### config.mk
export PLATFORM = sky130hd
export DESIGN_NAME = button_toggle_bank
export DESIGN_NICKNAME = d
export VERILOG_FILES = /design/src/rtl/button_pkg.sv /design/src/rtl/button_debounce.sv /design/src/rtl/button_toggle_bank.sv
export SDC_FILE = /design/constraint.sdc
export NUM_CORES = 1
export LEC_CHECK = 0
export CORE_MARGIN = 4
export CORE_UTILIZATION = 45
export DETAILED_ROUTE_END_ITERATION = 8
export GPL_TIMING_DRIVEN = 0
export PLACE_DENSITY = 0.68
export SLEW_MARGIN = 20
export SYNTH_ARGS = -nofsm -noshare
export SYNTH_HDL_FRONTEND = slang
export SYNTH_SLANG_ARGS = --single-unit
### constraint.sdc
create_clock -name clk -period 1.91 [get_ports clk]
set_clock_uncertainty 0.15 [all_clocks]
set_input_delay 0.573 -clock clk [delete_from_list [all_inputs] [get_ports clk]]
set_output_delay 0.573 -clock clk [all_outputs]
set_load 0.01 [all_outputs]
### src/rtl/button_pkg.sv
// Shared encodings for the debounced button bank.
// Toggle FSM states and per-channel mode values.
package button_pkg;

  typedef enum logic [1:0] {
    OFF_IDLE = 2'b00,
    ON_HELD  = 2'b01,
    ON_IDLE  = 2'b11,
    OFF_HELD = 2'b10
  } tgl_state_t;

  localparam logic MODE_TOGGLE    = 1'b0;
  localparam logic MODE_MOMENTARY = 1'b1;

endpackage

### src/rtl/button_debounce.sv
// One channel: 2-flop synchroniser and stable-sample debounce counter.
// Accept strobes and deb_next are combinational for the current edge.
module button_debounce
  import button_pkg::*;
#(
  parameter int DEBOUNCE_CYCLES = 4,
  parameter int CNT_W = 3
) (
  input  logic clk,
  input  logic rst_n,
  input  logic button,
  output logic deb_next,
  output logic accept_rise,
  output logic accept_fall
);

  localparam logic [CNT_W-1:0] CNT_MAX =
    CNT_W'(DEBOUNCE_CYCLES - 1);

  logic s1;
  logic s2;
  logic deb;
  logic accept;
  logic [CNT_W-1:0] cnt;

  assign accept = (s2 != deb) && (cnt == CNT_MAX);
  assign deb_next = accept ? s2 : deb;
  assign accept_rise = accept & s2;
  assign accept_fall = accept & ~s2;

  always_ff @(posedge clk or negedge rst_n) begin
    if (!rst_n) begin
      s1  <= 1'b0;
      s2  <= 1'b0;
      deb <= 1'b0;
      cnt <= '0;
    end else begin
      s1 <= button;
      s2 <= s1;
      if (s2 == deb) begin
        cnt <= '0;
      end else if (accept) begin
        deb <= s2;
        cnt <= '0;
      end else begin
        cnt <= cnt + 1'b1;
      end
    end
  end

endmodule

### src/rtl/button_toggle_bank.sv
// Multi-channel debounced buttons with toggle/momentary outputs.
// Emits one-cycle press/release pulses per channel.
module button_toggle_bank
  import button_pkg::*;
#(
  parameter int N_CH = 4,
  parameter int DEBOUNCE_CYCLES = 4,
  localparam int CNT_W = $clog2(DEBOUNCE_CYCLES + 1)
) (
  input  logic            clk,
  input  logic            rst_n,
  input  logic [N_CH-1:0] button,
  input  logic [N_CH-1:0] mode,
  input  logic            clear,
  output logic [N_CH-1:0] state_out,
  output logic [N_CH-1:0] press_pulse,
  output logic [N_CH-1:0] release_pulse
);

  logic [N_CH-1:0] deb_nx;
  logic [N_CH-1:0] rise;
  logic [N_CH-1:0] fall;

  for (genvar i = 0; i < N_CH; i++) begin : g_ch
    tgl_state_t st;
    tgl_state_t st_nx;
    logic latch_nx;
    logic so_q;
    logic pp_q;
    logic rp_q;

    button_debounce #(
      .DEBOUNCE_CYCLES(DEBOUNCE_CYCLES),
      .CNT_W(CNT_W)
    ) u_deb (
      .clk(clk),
      .rst_n(rst_n),
      .button(button[i]),
      .deb_next(deb_nx[i]),
      .accept_rise(rise[i]),
      .accept_fall(fall[i])
    );

    always_comb begin
      st_nx = st;
      if (clear) begin
        st_nx = deb_nx[i] ? OFF_HELD : OFF_IDLE;
      end else begin
        unique case (1'b1)
          rise[i] && st == OFF_IDLE: st_nx = ON_HELD;
          fall[i] && st == ON_HELD:  st_nx = ON_IDLE;
          rise[i] && st == ON_IDLE:  st_nx = OFF_HELD;
          fall[i] && st == OFF_HELD: st_nx = OFF_IDLE;
          default: ;
        endcase
      end
      latch_nx = (st_nx == ON_HELD) || (st_nx == ON_IDLE);
    end

    always_ff @(posedge clk or negedge rst_n) begin
      if (!rst_n) begin
        st   <= OFF_IDLE;
        so_q <= 1'b0;
        pp_q <= 1'b0;
        rp_q <= 1'b0;
      end else begin
        st   <= st_nx;
        so_q <= (mode[i] == MODE_MOMENTARY) ? deb_nx[i] : latch_nx;
        pp_q <= rise[i];
        rp_q <= fall[i];
      end
    end

    assign state_out[i]     = so_q;
    assign press_pulse[i]   = pp_q;
    assign release_pulse[i] = rp_q;
  end

endmodule
After elaboration in Yosys (flattened, before gate mapping)
Index checks and enable logic that the tools add are counted.
- bitwise gates (word level): 12
- reduce and logical (&&, ||, !) cells: 28
- $add $sub $neg: 4
- equality and inequality tests: 32
- muxes and demuxes: 28
- operators by type and width (kind ; count):
    2-bit case mux with 4 select lines ; 4
    2-bit == test (second input constant) ; 12
    3-bit two-way mux ; 8
    1-bit logical AND ; 20
    2-bit by 1-bit == test with 1-bit output (second input constant) ; 8
    2-bit two-way mux ; 8
    3-bit by 1-bit adder with 3-bit output (second input constant) ; 4
    3-bit by 2-bit == test with 1-bit output (second input constant) ; 4
    1-bit AND ; 8
    2-bit zero test ; 4
    1-bit two-way mux ; 8
    1-bit == test ; 4
    1-bit logical OR ; 4
    1-bit inequality test ; 4
    1-bit inverter ; 4
- register bits: 44
- logic and storage cells: 136
- output and inout port bits: 12
- bits of input ports: 11

Logic depth before layout (Yosys ltp)
Gate-level depths: netlist of run 1.
- word-level depth: 9
- mapped depth: 5
- depth with buffers taken out: 4

Modules after synthesis
From an unflattened synthesis of run 1, not the netlist that was laid out.
- cells, all modules: 129
- area, all modules: 1769.2 um^2
- modules (own cells, without submodules) (module ; times used ; seq. area each (um^2) ; cells an instance ; area each (um^2)):
    button_debounce ; 4 ; 150.1 ; 16 ; 246.5
    button_toggle_bank ; 1 ; 500.5 ; 65 ; 783.3

Worst setup path before layout of run 1
OpenSTA, ideal clock, no wires.
- path type: register to register
- from: reg g_ch[3].u_deb.cnt[0]
- to: reg g_ch[3].so_q
- arrival: 1.322 ns
- buffers on the path: 0
- library setup time: 0.124 ns
- data required time: 1.636 ns
- slack: 0.314 ns
- stages on the path, launching flop included: 5
- period minus slack after synthesis: 1.596 ns
- cell sequence: dfrtp_1 > ha_1 > nor2b_1 > mux2_4 > a211o_1
- longest elaborated chain between the ends: 9
- elaborated cells on any way between the ends: 16
- classes of those cells: eq/ne (3); mux (5); bitwise (2); reduce/logical (6)
- ends and longest elaborated chain (element ; line ; source):
    from (decl) ; button_debounce.sv:24 ; logic [CNT_W-1:0] cnt;
    from (signal assigned) ; button_debounce.sv:46 ; cnt <= cnt + 1'b1;
    3-bit by 2-bit == test with 1-bit output (*) ; button_debounce.sv:26 ; assign accept = (s2 != deb) && (cnt == CNT_MAX);
    1-bit logical AND (*) ; button_debounce.sv:26 ;
    1-bit AND (on tied branches) ; button_debounce.sv:29, button_debounce.sv:28 ;
    1-bit logical AND (on tied branches) ; -- ;
    2-bit case mux with 4 select lines ; button_toggle_bank.sv:49 ; unique case (1'b1)
    2-bit two-way mux ; button_toggle_bank.sv:46 ; if (clear) begin
    2-bit by 1-bit == test with 1-bit output / 2-bit == test (equally long branches) ; button_toggle_bank.sv:57 ; latch_nx = (st_nx == ON_HELD) || (st_nx == ON_IDLE);
    1-bit logical OR ; button_toggle_bank.sv:57 ;
    1-bit two-way mux (*) ; button_toggle_bank.sv:68 ; so_q <= (mode[i] == MODE_MOMENTARY) ? deb_nx[i] : latch_nx;
    to (signal assigned) ; button_toggle_bank.sv:68 ;
    to (decl) ; button_toggle_bank.sv:28 ; logic so_q;
Mark *: on every way between the ends. The rest lies on a longest branch, timed or not.
A chain may end at the register's enable or synchronous reset.

Worst setup path in the final report of run 1
- from: reg g_ch[0].so_q
- to: out state_out[0]
- RTL lines (element ; line ; source):
    from (decl) ; button_toggle_bank.sv:28 ;
    from (signal assigned) ; button_toggle_bank.sv:68 ;
    to (decl) ; button_toggle_bank.sv:15 ; output logic [N_CH-1:0] state_out,
No word-level cell between the ends.

==> flow_metrics.py, run 1 <==
metrics = {
    "worst_setup_path": {
        "regToRegSetupSlack_ns": 0.17,
        "crit_type": "reg -> out",
        "crit_path_end": "state_out[0]",
        "reg2reg_to": "g_ch[3].so_q",
        "startpoint_type": "flip-flop",
        "critPathCaptureType": "primary output",
        "cp.required_ns": 1.19,
        "crit_path_start": "g_ch[0].so_q",
        "crit_fanout": 1,
        "reg2reg_depth": 4,
        "arrival_ns": 1.05,
        "rr_startpoint": "g_ch[3].u_deb.cnt[0]",
    },
    "global_route": {
        "antenna_found_initial": 0,
        "grt_pass1_vias": 1107,
        "grt-ovfl-total": 0,
        "grtUsageTotal_pct": 12.2,
        "grt_max_degree": 33,
        "grt_pass1_wl_mm": 4.74,
    },
    "finish": {
        "antenna_cells": 0,
        "finalNetCount": 178,
        "layout.cells.non_filler": 211,
        "final_cell_mix": "dfrtp_1, buf_4, dlygate4sd2_1",
        "final_util_pct": 57.0,
        "drive_above_1_share_pct": 17.2,
        "syn2layout_area_growth_pct": 19.3,
        "final_common_cell": "dfrtp_1",
    },
    "synthesis": {
        "ys_types": 31,
        "yosys.area.top_type_share_pct": 61.1,
        "synth_edf_count": 0,
        "yosys.area.top_type": "dfrtp_1",
        "syn_area_per_cell_sq_um": 13.4,
        "synth_area_leaders": "dfrtp_1, buf_4, ha_1",
        "synth-main-ff-cell": "dfrtp_1",
        "async_flop_share_pct": 100,
        "yosysSeqAreaShare_pct": 61.1,
        "netlist_area_sq_mm": 0.00180,
        "synth_seq_cells": 44,
        "ys_warn_count": 0,
        "synth_fp_nets": 149,
        "synthCells": 134,
    },
    "clock_tree": {
        "cts_num_sinks": 44,
        "clk_pin_slew_ns": 0.07,
        "clock_latency_ns": 0.29,
        "cts_tree": "yes",
        "post-cts-setup-buffers": 0,
        "cts-root-buf": "clkbuf_8",
        "hold_buffers": 0,
        "htreeDepth": 2,
        "cts.path.max_buffers": 2,
        "cts_buffers": 5,
        "cts.repair.resized": 12,
    },
    "floorplan": {
        "dieArea_sq_mm": 0.00508,
        "fp.dieH_um": 71.3,
        "core.rowCount": 22,
        "coreArea_sq_mm": 0.00377,
        "die_x_um": 71.3,
        "start_util_pct": 47.8,
        "pin_count": 23,
    },
    "sta": {
        "hold_viol": 0,
        "max_freq_ghz": 0.564,
        "fin_crit_ns": 1.77,
        "drv_slew": 0,
        "finalCritPeriodShare_pct": 92.9,
        "finalSetupViolations": 0,
        "rsz0062_at_grt": "false",
        "worst_pin_slew_ns": 0.344,
        "worst_slack_ns": 0.136,
        "relSlewSlack_pct": 77.1,
    },
    "run_status": {
        "status": "completed",
    },
    "routing": {
        "dr.pass1.iters": 4,
        "drc": 0,
        "dr.first_iter.drc_count": 49,
        "wl_mm": 2.73,
        "vias": 1099,
        "drtAntennaViolNets": 0,
        "avgRoutedWirePerCell_um": 12.9,
        "via_per_inst": 5.21,
    },
    "hold_path": {
        "hold_path_class": "in -> async",
    },
    "place": {
        "place_ws_ns": 0.0692,
        "dp_hpwl_mm": 1.99,
        "place_congestion": 0.732,
        "dp.cells": 204,
        "port_buffers": 21,
    },
    "power_and_ir_drop": {
        "ir_drop_mv": 0.542,
        "p_leak_nw": 1.06,
        "p_per_area_mw_per_mm2": 1110,
    },
    "flow_run": {
        "cap_violations": 0,
    },
}
## logic make-up after synthesis
kind of cell | share of synthesized area, %
and+or+nand+nor | 18.3
DFF | 61.1
buffers and inverters | 6.53
AOI/OAI and AO/OA | 6.25
xor gates and xnor gates | 1.94
muxes | 3.06
adders and majority gates | 2.78
## metrics by stage
stage,power (W),setup TNS (ns),area (sq um),hold WS (ns)
3_5_place_dp,0.00192,0,2090,0.187
3_3_place_gp,0.00188,-40.45,2070,0.184
2_1_floorplan,0.00170,0,1800,0.127
5_1_grt,0.00257,0,2150,0.0177
6_report,0.00239,0,2150,0.0123
4_1_cts,0.00244,0,2150,0.00697
## synth_stat cells (all sizes together) (2+ instances only)
master / n
dfrtp: 44
buf: 13
and4bb: 7
nor2: 6
nor2b: 6
nor3: 6
inv: 5
nor3b: 5
nor4b: 5
a211oi: 4
ha: 4
xnor2: 4
a211o: 3
mux2: 3
nand2b: 3
a221oi: 2
o211a: 2
or3: 2
## cell type report
cell class / count / area, sq um
Fill cell: 320 / 1620
Sequential cell: 44 / 1100
Multi-Input combinational cell: 71 / 583
Timing Repair Buffer: 22 / 210
Buffer: 14 / 98.8
Clock buffer: 6 / 72.6
Tap cell: 48 / 60.1
Inverter: 5 / 18.8
Clock inverter: 1 / 5.00
## power by group
group          leakage [nW]  internal [W]  total [W]  switching [W]
Clock                0.0410      0.000248   0.000527       0.000279
Combinational         0.452      0.000351   0.000608       0.000258
Sequential            0.566       0.00113    0.00126       0.000126
## metal layers
layer | track usage (%) | up-vias | wire (um)
li1 | - | 521 | -
met4 | 7.10 | 0 | 58
met2 | 19.7 | 19 | 1340
met3 | 4.21 | 6 | 135
met1 | 13.9 | 553 | 1200
met5 | 0 | - | 0
## flip-flops by register name, summed over array words and instances (netlist names), named ones only
signal          count
g_ch.u_deb.s2       4
g_ch.u_deb.s1       4
g_ch.u_deb.cnt     12
g_ch.u_deb.deb      4
g_ch.so_q           4
g_ch.rp_q           4
g_ch.st             4
g_ch.pp_q           4
## critical path, cell delays in order (launching register included)
cell and delay [ns]:
dfrtp_1 0.37, buf_4 0.12, dlygate4sd2_1 0.27
## worst min-delay path by stage
stage | to | slack [ns]
2_1_floorplan | asynchronous set/reset pin | 0.13
3_3_place_gp | g_ch[2].u_deb.s2 | 0.18
3_5_place_dp | g_ch[3].u_deb.s2 | 0.19
4_1_cts | g_ch[2].u_deb.cnt[1] | 0.007
5_1_grt | g_ch[2].u_deb.cnt[0] | 0.02
6_report | g_ch[2].u_deb.cnt[0] | 0.01
Power figures use the tool's default switching activity.
==> inputs of run 2 (changes only) <==
Settings changed: ABC_AREA set to 1, CAP_MARGIN set to 20, PLACE_DENSITY 0.68 to 0.71.
==> run 2 against run 1 <==
Hold slack better by 0.053 ns. Total power up 17%. Non-clock buffer count stayed put. Clock-buffer cell count fell by 1. Sequential power hardly changed. Largest cell class unchanged. Highest routed layer unchanged.
==> flow_metrics.py, run 2 <==
metrics = {
    "sta": {
        "relSlewSlack_pct": 70.4,
        "finalSetupTns_ns": 0,
        "finalCritPeriodShare_pct": 93.4,
        "worst_pin_slew_ns": 0.444,
        "whs_ns": 0.0654,
        "max_freq_ghz": 0.560,
        "fin_crit_ns": 1.78,
        "finalSetupViolations": 0,
        "rsz0062_at_grt": "false",
        "hold_viol": 0,
        "drv_slew": 0,
    },
    "finish": {
        "antenna_cells": 0,
        "finalNetCount": 228,
        "fillers": 350,
        "final_common_cell": "dfrtp_1",
        "top_register": "g_ch.u_deb.cnt",
        "regArea_sq_mm": 0.00110,
        "multi_input_area_sq_um": 558,
        "layout.cells.non_filler": 264,
        "largest_register_ffs": 12,
        "drive_above_1_share_pct": 28.0,
        "final_util_pct": 57.9,
        "syn2layout_area_growth_pct": 23.4,
        "final_cell_mix": "dfrtp_1, nand2_1, inv_1",
    },
    "clock_tree": {
        "post-cts-setup-buffers": 0,
        "cts_buffers": 5,
        "htreeDepth": 2,
        "cts_num_sinks": 44,
        "cts.path.max_buffers": 2,
        "cts_tree": "yes",
        "clock_latency_ns": 0.29,
        "cts.repair.resized": 12,
        "clk_pin_slew_ns": 0.08,
        "hold_buffers": 0,
        "cts-root-buf": "clkbuf_8",
    },
    "worst_setup_path": {
        "startpoint_type": "flip-flop",
        "arrival_ns": 1.06,
        "crit_fanout": 1,
        "rr_startpoint": "g_ch[0].u_deb.cnt[0]",
        "critPathCaptureType": "primary output",
        "cp.required_ns": 1.19,
        "crit_type": "reg -> out",
        "regToRegSetupSlack_ns": 0.58,
        "reg2reg_depth": 7,
    },
    "floorplan": {
        "fp.dieH_um": 72.8,
        "core.rowCount": 23,
        "dieArea_sq_mm": 0.00530,
        "coreArea_sq_mm": 0.00403,
        "die_x_um": 72.8,
        "pin_count": 23,
        "start_util_pct": 46.9,
    },
    "routing": {
        "dr.pass1.iters": 4,
        "via_per_inst": 4.55,
        "vias": 1200,
        "drtAntennaViolNets": 0,
        "dr.first_iter.drc_count": 41,
        "drc": 0,
        "avgRoutedWirePerCell_um": 10.2,
        "wl_mm": 2.69,
    },
    "synthesis": {
        "yosys.area.top_type_share_pct": 58.3,
        "ys_types": 19,
        "synth-main-ff-cell": "dfrtp_1",
        "synth_compound_area_share_pct": 1.85,
        "yosysMostFrequentCell": "dfrtp_1",
        "ys_warn_count": 0,
        "yosysSeqAreaShare_pct": 58.3,
        "synth_area_leaders": "dfrtp_1, nand2_1, buf_4",
        "async_flop_share_pct": 100,
        "synth_edf_count": 0,
        "synth_mux_area_share_pct": 0,
        "netlist_area_sq_mm": 0.00189,
        "synth_xor_area_share_pct": 0,
        "synth_top_family_by_area": "simple AND/OR/NAND/NOR gates",
        "synthCells": 183,
        "yosys.area.top_type": "dfrtp_1",
        "yosys.area_share.adder_pct": 2.65,
        "synth_seq_cells": 44,
        "synth_fp_nets": 198,
        "synth.cells.most_frequent": "dfrtp_1, nand2_1, inv_1, buf_4, nor2_1",
        "yosys.area_share.simple_pct": 25.0,
        "syn_area_per_cell_sq_um": 10.3,
    },
    "place": {
        "port_buffers": 22,
        "dp_hpwl_mm": 2.04,
        "dp.cells": 256,
        "place_congestion": 0.729,
    },
    "power_and_ir_drop": {
        "p_per_area_mw_per_mm2": 1200,
        "p_leak_nw": 1.26,
        "swShare_pct": 26.6,
        "power_frac_seq_pct": 44.0,
        "pwr-share-clk_pct": 34.1,
        "total_power_w": 0.00280,
        "p_int_w": 0.00206,
        "comb_power_share_pct": 21.9,
        "p_sw_w": 0.000746,
        "ir_drop_mv": 0.793,
    },
    "global_route": {
        "grt_pass1_wl_mm": 4.97,
        "grt_max_degree": 26,
        "grt-ovfl-total": 0,
        "grt_pass1_vias": 1173,
        "grtUsageTotal_pct": 12.4,
        "antenna_found_initial": 0,
    },
    "run_status": {
        "status": "completed",
    },
    "hold_path": {
        "hold_path_class": "in -> async",
    },
    "flow_run": {
        "cap_violations": 0,
    },
}
[run 2: cell types whose count changed in the layout (fill, tap and decap cells not counted), moves of 5 or more]
cell and delta:
nand2_1 +29, nor2_1 +5, nor2_2 +5, inv_1 +15
nor4b_1 -5, inv_2 +9, nor2b_1 -6, nand3_2 +7
nor2_4 +7, nor3b_1 -5, nand3_1 +9
[run 2: worst max-delay path by stage]
stage	from	endpoint	cells after the start
after floorplan	g_ch[3].u_deb.cnt[0]	flip-flop	7
after global placement	rst_n	g_ch[0].u_deb.cnt[0]	1
after detailed placement	clear	flip-flop	5
after CTS	g_ch[3].pp_q	press_pulse[3]	2
after global routing	g_ch[2].rp_q	release_pulse[2]	2
final	g_ch[0].so_q	state_out[0]	2
[run 2: stage by stage]
step | cell area (sq um) | setup WS, ns
6_report | 2330 | 0.126
5_1_grt | 2330 | 0.0682
4_1_cts | 2330 | 0.103
3_5_place_dp | 2190 | 0.000451
3_3_place_gp | 2170 | -0.995
2_1_floorplan | 1890 | 0.672
[run 2: critical path, stage by stage (launching register included)]
cell and delay, ns:
dfrtp_1 0.38, buf_4 0.12, dlygate4sd2_1 0.27
[run 2: cells by family (layout without fill, tap and decap cells)]
kind of cell,after synthesis,count (layout)
and+or+nand+nor,85,85
buffers and inverters,46,77
DFF,44,44
adders and majority gates,4,4
AOI/OAI and AO/OA,4,4
[run 2: layer usage]
layer | global-route usage, % | vias to the layer above | part of all wire [%]
li1 | - | 611 | -
met1 | 15.4 | 565 | 45
met2 | 19.6 | 18 | 49
met3 | 4.55 | 6 | 4.9
met4 | 4.92 | 0 | 1.7
met5 | 0 | - | 0
[run 2: cell type report]
cell class	instances	share of cell area, %
flip-flops and latches	44	47.2
multi-input cells	93	23.9
repair buffers	23	9.45
inverters	33	5.42
plain buffers	13	4.46
clock inverters	3	3.86
clock buffers	5	2.95
well taps	50	2.68
[run 2: power by group through the flow]
| stage | Combinational (W) | Clock [W] | Sequential (W) |
|---|---|---|---|
| 2_1_floorplan | 0.000467 | 0 | 0.00123 |
| 3_3_place_gp | 0.000641 | 0 | 0.00125 |
| 3_5_place_dp | 0.000658 | 0 | 0.00125 |
| 4_1_cts | 0.000631 | 0.000991 | 0.00123 |
| 5_1_grt | 0.000711 | 0.00102 | 0.00126 |
| 6_report | 0.000616 | 0.000956 | 0.00123 |
==> inputs of run 3 (changes only) <==
Settings changed: CELL_PAD_IN_SITES_DETAIL_PLACEMENT set to 1, CELL_PAD_IN_SITES_GLOBAL_PLACEMENT set to 1, CORE_MARGIN 4 to not set, CORE_UTILIZATION 45 to 42, PLACE_DENSITY 0.71 to 0.81.
==> run 3 against run 2 <==
Register-to-register slack barely moved. Highest routed layer unchanged. Clock power fell by 35%. Clock-buffer cell count rose by 2. Largest cell class unchanged. Cell area fell by 2.3%.
==> flow_metrics.py, run 3 (same netlist as run 2, synthesis figures left out) <==
metrics = {
    "finish": {
        "final_util_pct": 52.7,
        "drive_above_1_share_pct": 27.7,
        "largest_register_ffs": 12,
        "final_cell_mix": "dfrtp_1, nand2_1, inv_1",
        "antenna_cells": 0,
        "stdcell_area_sq_mm": 0.00228,
        "finalNetCount": 228,
        "top_register": "g_ch.u_deb.cnt",
        "syn2layout_area_growth_pct": 20.6,
        "final_common_cell": "dfrtp_1",
    },
    "floorplan": {
        "start_util_pct": 43.7,
        "core.rowCount": 24,
        "fp.dieH_um": 69.1,
        "coreArea_sq_mm": 0.00432,
        "dieArea_sq_mm": 0.00477,
        "pin_count": 23,
        "die_x_um": 69.1,
    },
    "sta": {
        "max_freq_ghz": 0.557,
        "rsz0062_at_grt": "false",
        "whs_ns": 0.0964,
        "finalSetupTns_ns": 0,
        "hold_viol": 0,
        "worst_pin_slew_ns": 0.532,
        "finalSetupViolations": 0,
        "fin_crit_ns": 1.79,
        "drv_slew": 0,
        "finalCritPeriodShare_pct": 93.9,
        "relSlewSlack_pct": 64.5,
    },
    "clock_tree": {
        "clk_pin_slew_ns": 0.08,
        "cts.path.max_buffers": 2,
        "htreeDepth": 2,
        "clock_latency_ns": 0.29,
        "hold_buffers": 0,
        "cts_buffers": 5,
        "cts-root-buf": "clkbuf_8",
        "cts_num_sinks": 44,
        "cts_tree": "yes",
    },
    "power_and_ir_drop": {
        "p_leak_nw": 1.24,
        "swShare_pct": 30.7,
        "p_sw_w": 0.000765,
        "comb_power_share_pct": 25.7,
        "p_int_w": 0.00173,
        "ir_drop_mv": 0.542,
        "p_per_area_mw_per_mm2": 1100,
        "pwr-share-clk_pct": 24.7,
        "power_frac_seq_pct": 49.6,
    },
    "global_route": {
        "antenna_found_initial": 0,
        "grt_pass1_vias": 1305,
        "grt_max_degree": 24,
        "grtUsageTotal_pct": 15.8,
        "grt_pass1_wl_mm": 5.89,
        "grt-ovfl-total": 0,
    },
    "worst_setup_path": {
        "startpoint_type": "flip-flop",
        "arrival_ns": 1.07,
        "critPathCaptureType": "primary output",
        "cp.required_ns": 1.19,
        "crit_type": "reg -> out",
        "crit_fanout": 1,
    },
    "routing": {
        "drc": 0,
        "dr.pass1.iters": 4,
        "dr.first_iter.drc_count": 50,
        "drtAntennaViolNets": 0,
        "wl_mm": 3.24,
        "avgRoutedWirePerCell_um": 12.2,
        "via_per_inst": 4.67,
        "vias": 1238,
    },
    "hold_path": {
        "hold_path_class": "in -> async",
    },
    "run_status": {
        "status": "completed",
    },
    "place": {
        "port_buffers": 22,
        "dp_hpwl_mm": 2.43,
        "place_area_sq_mm": 0.00220,
        "place_congestion": 0.708,
    },
    "flow_run": {
        "cap_violations": 0,
    },
}
run 3: changes by cell type in the layout (fill, tap and decap cells not counted), sizes merged:
cell / before / now
bufinv: 3 / 0
clkbuf: 6 / 8
run 3: power by group through the flow:
stage | Combinational (W) | Sequential [W] | Clock (W)
3_3_place_gp | 0.000646 | 0.00125 | 0
2_1_floorplan | 0.000467 | 0.00123 | 0
3_5_place_dp | 0.000682 | 0.00126 | 0
6_report | 0.000641 | 0.00124 | 0.000617
5_1_grt | 0.000733 | 0.00126 | 0.000677
4_1_cts | 0.000661 | 0.00124 | 0.000642
run 3: final cells by class:
class                   instances  area (sq um)
repair buffers                 23           228
well taps                      52          65.1
inverters                      33           126
plain buffers                  13           104
flip-flops and latches         44          1100
clock buffers                   7          96.3
fillers                       490          2050
multi-input cells              93           558
run 3: metal layers:
layer  up-vias  share of wire, %  track usage, %
met1       599                43            19.1
met4         0               1.5            5.44
li1        614                 -               -
met3         7               3.2            4.82
met2        18                52            26.6
met5         -                 0               0
run 3: repair_timing:
action,in CTS,in global routing
endpoints found under the setup margin,12,0
resized for setup,12,0
setup buffers,0,0
run 3: worst max-delay path, cell delays in order, from the launching register on:
cell and delay (ns):
dfrtp_1 0.38, buf_4 0.13, dlygate4sd2_1 0.27
run 3: worst paths after layout:
kind	startpoint	endpoint	slack, ns	depth (start not counted)
min in group clk	g_ch[3].u_deb.s1	g_ch[3].u_deb.s2	0.20	0
setup / recovery	g_ch[0].so_q	state_out[0]	0.12	2
hold / removal	rst_n	g_ch[2].u_deb.cnt[1]	0.1	1
setup reg to reg	g_ch[2].u_deb.cnt[0]	g_ch[2].st[0]	0.57	5
max in group asynchronous	rst_n	g_ch[3].u_deb.s2	1.02	2
hold reg to reg	g_ch[3].u_deb.s1	g_ch[3].u_deb.s2	0.20	0
run 3: stage by stage:
| stage | power [W] | worst slack, ns | cells |
|---|---|---|---|
| floorplan | 0.00170 | 0.672 | 183 |
| global placement | 0.00189 | -1.02 | 257 |
| detailed placement | 0.00194 | -0.00985 | 258 |
| CTS | 0.00254 | 0.106 | 265 |
| global route | 0.00267 | 0.0706 | 265 |
| finish | 0.00250 | 0.116 | 265 |
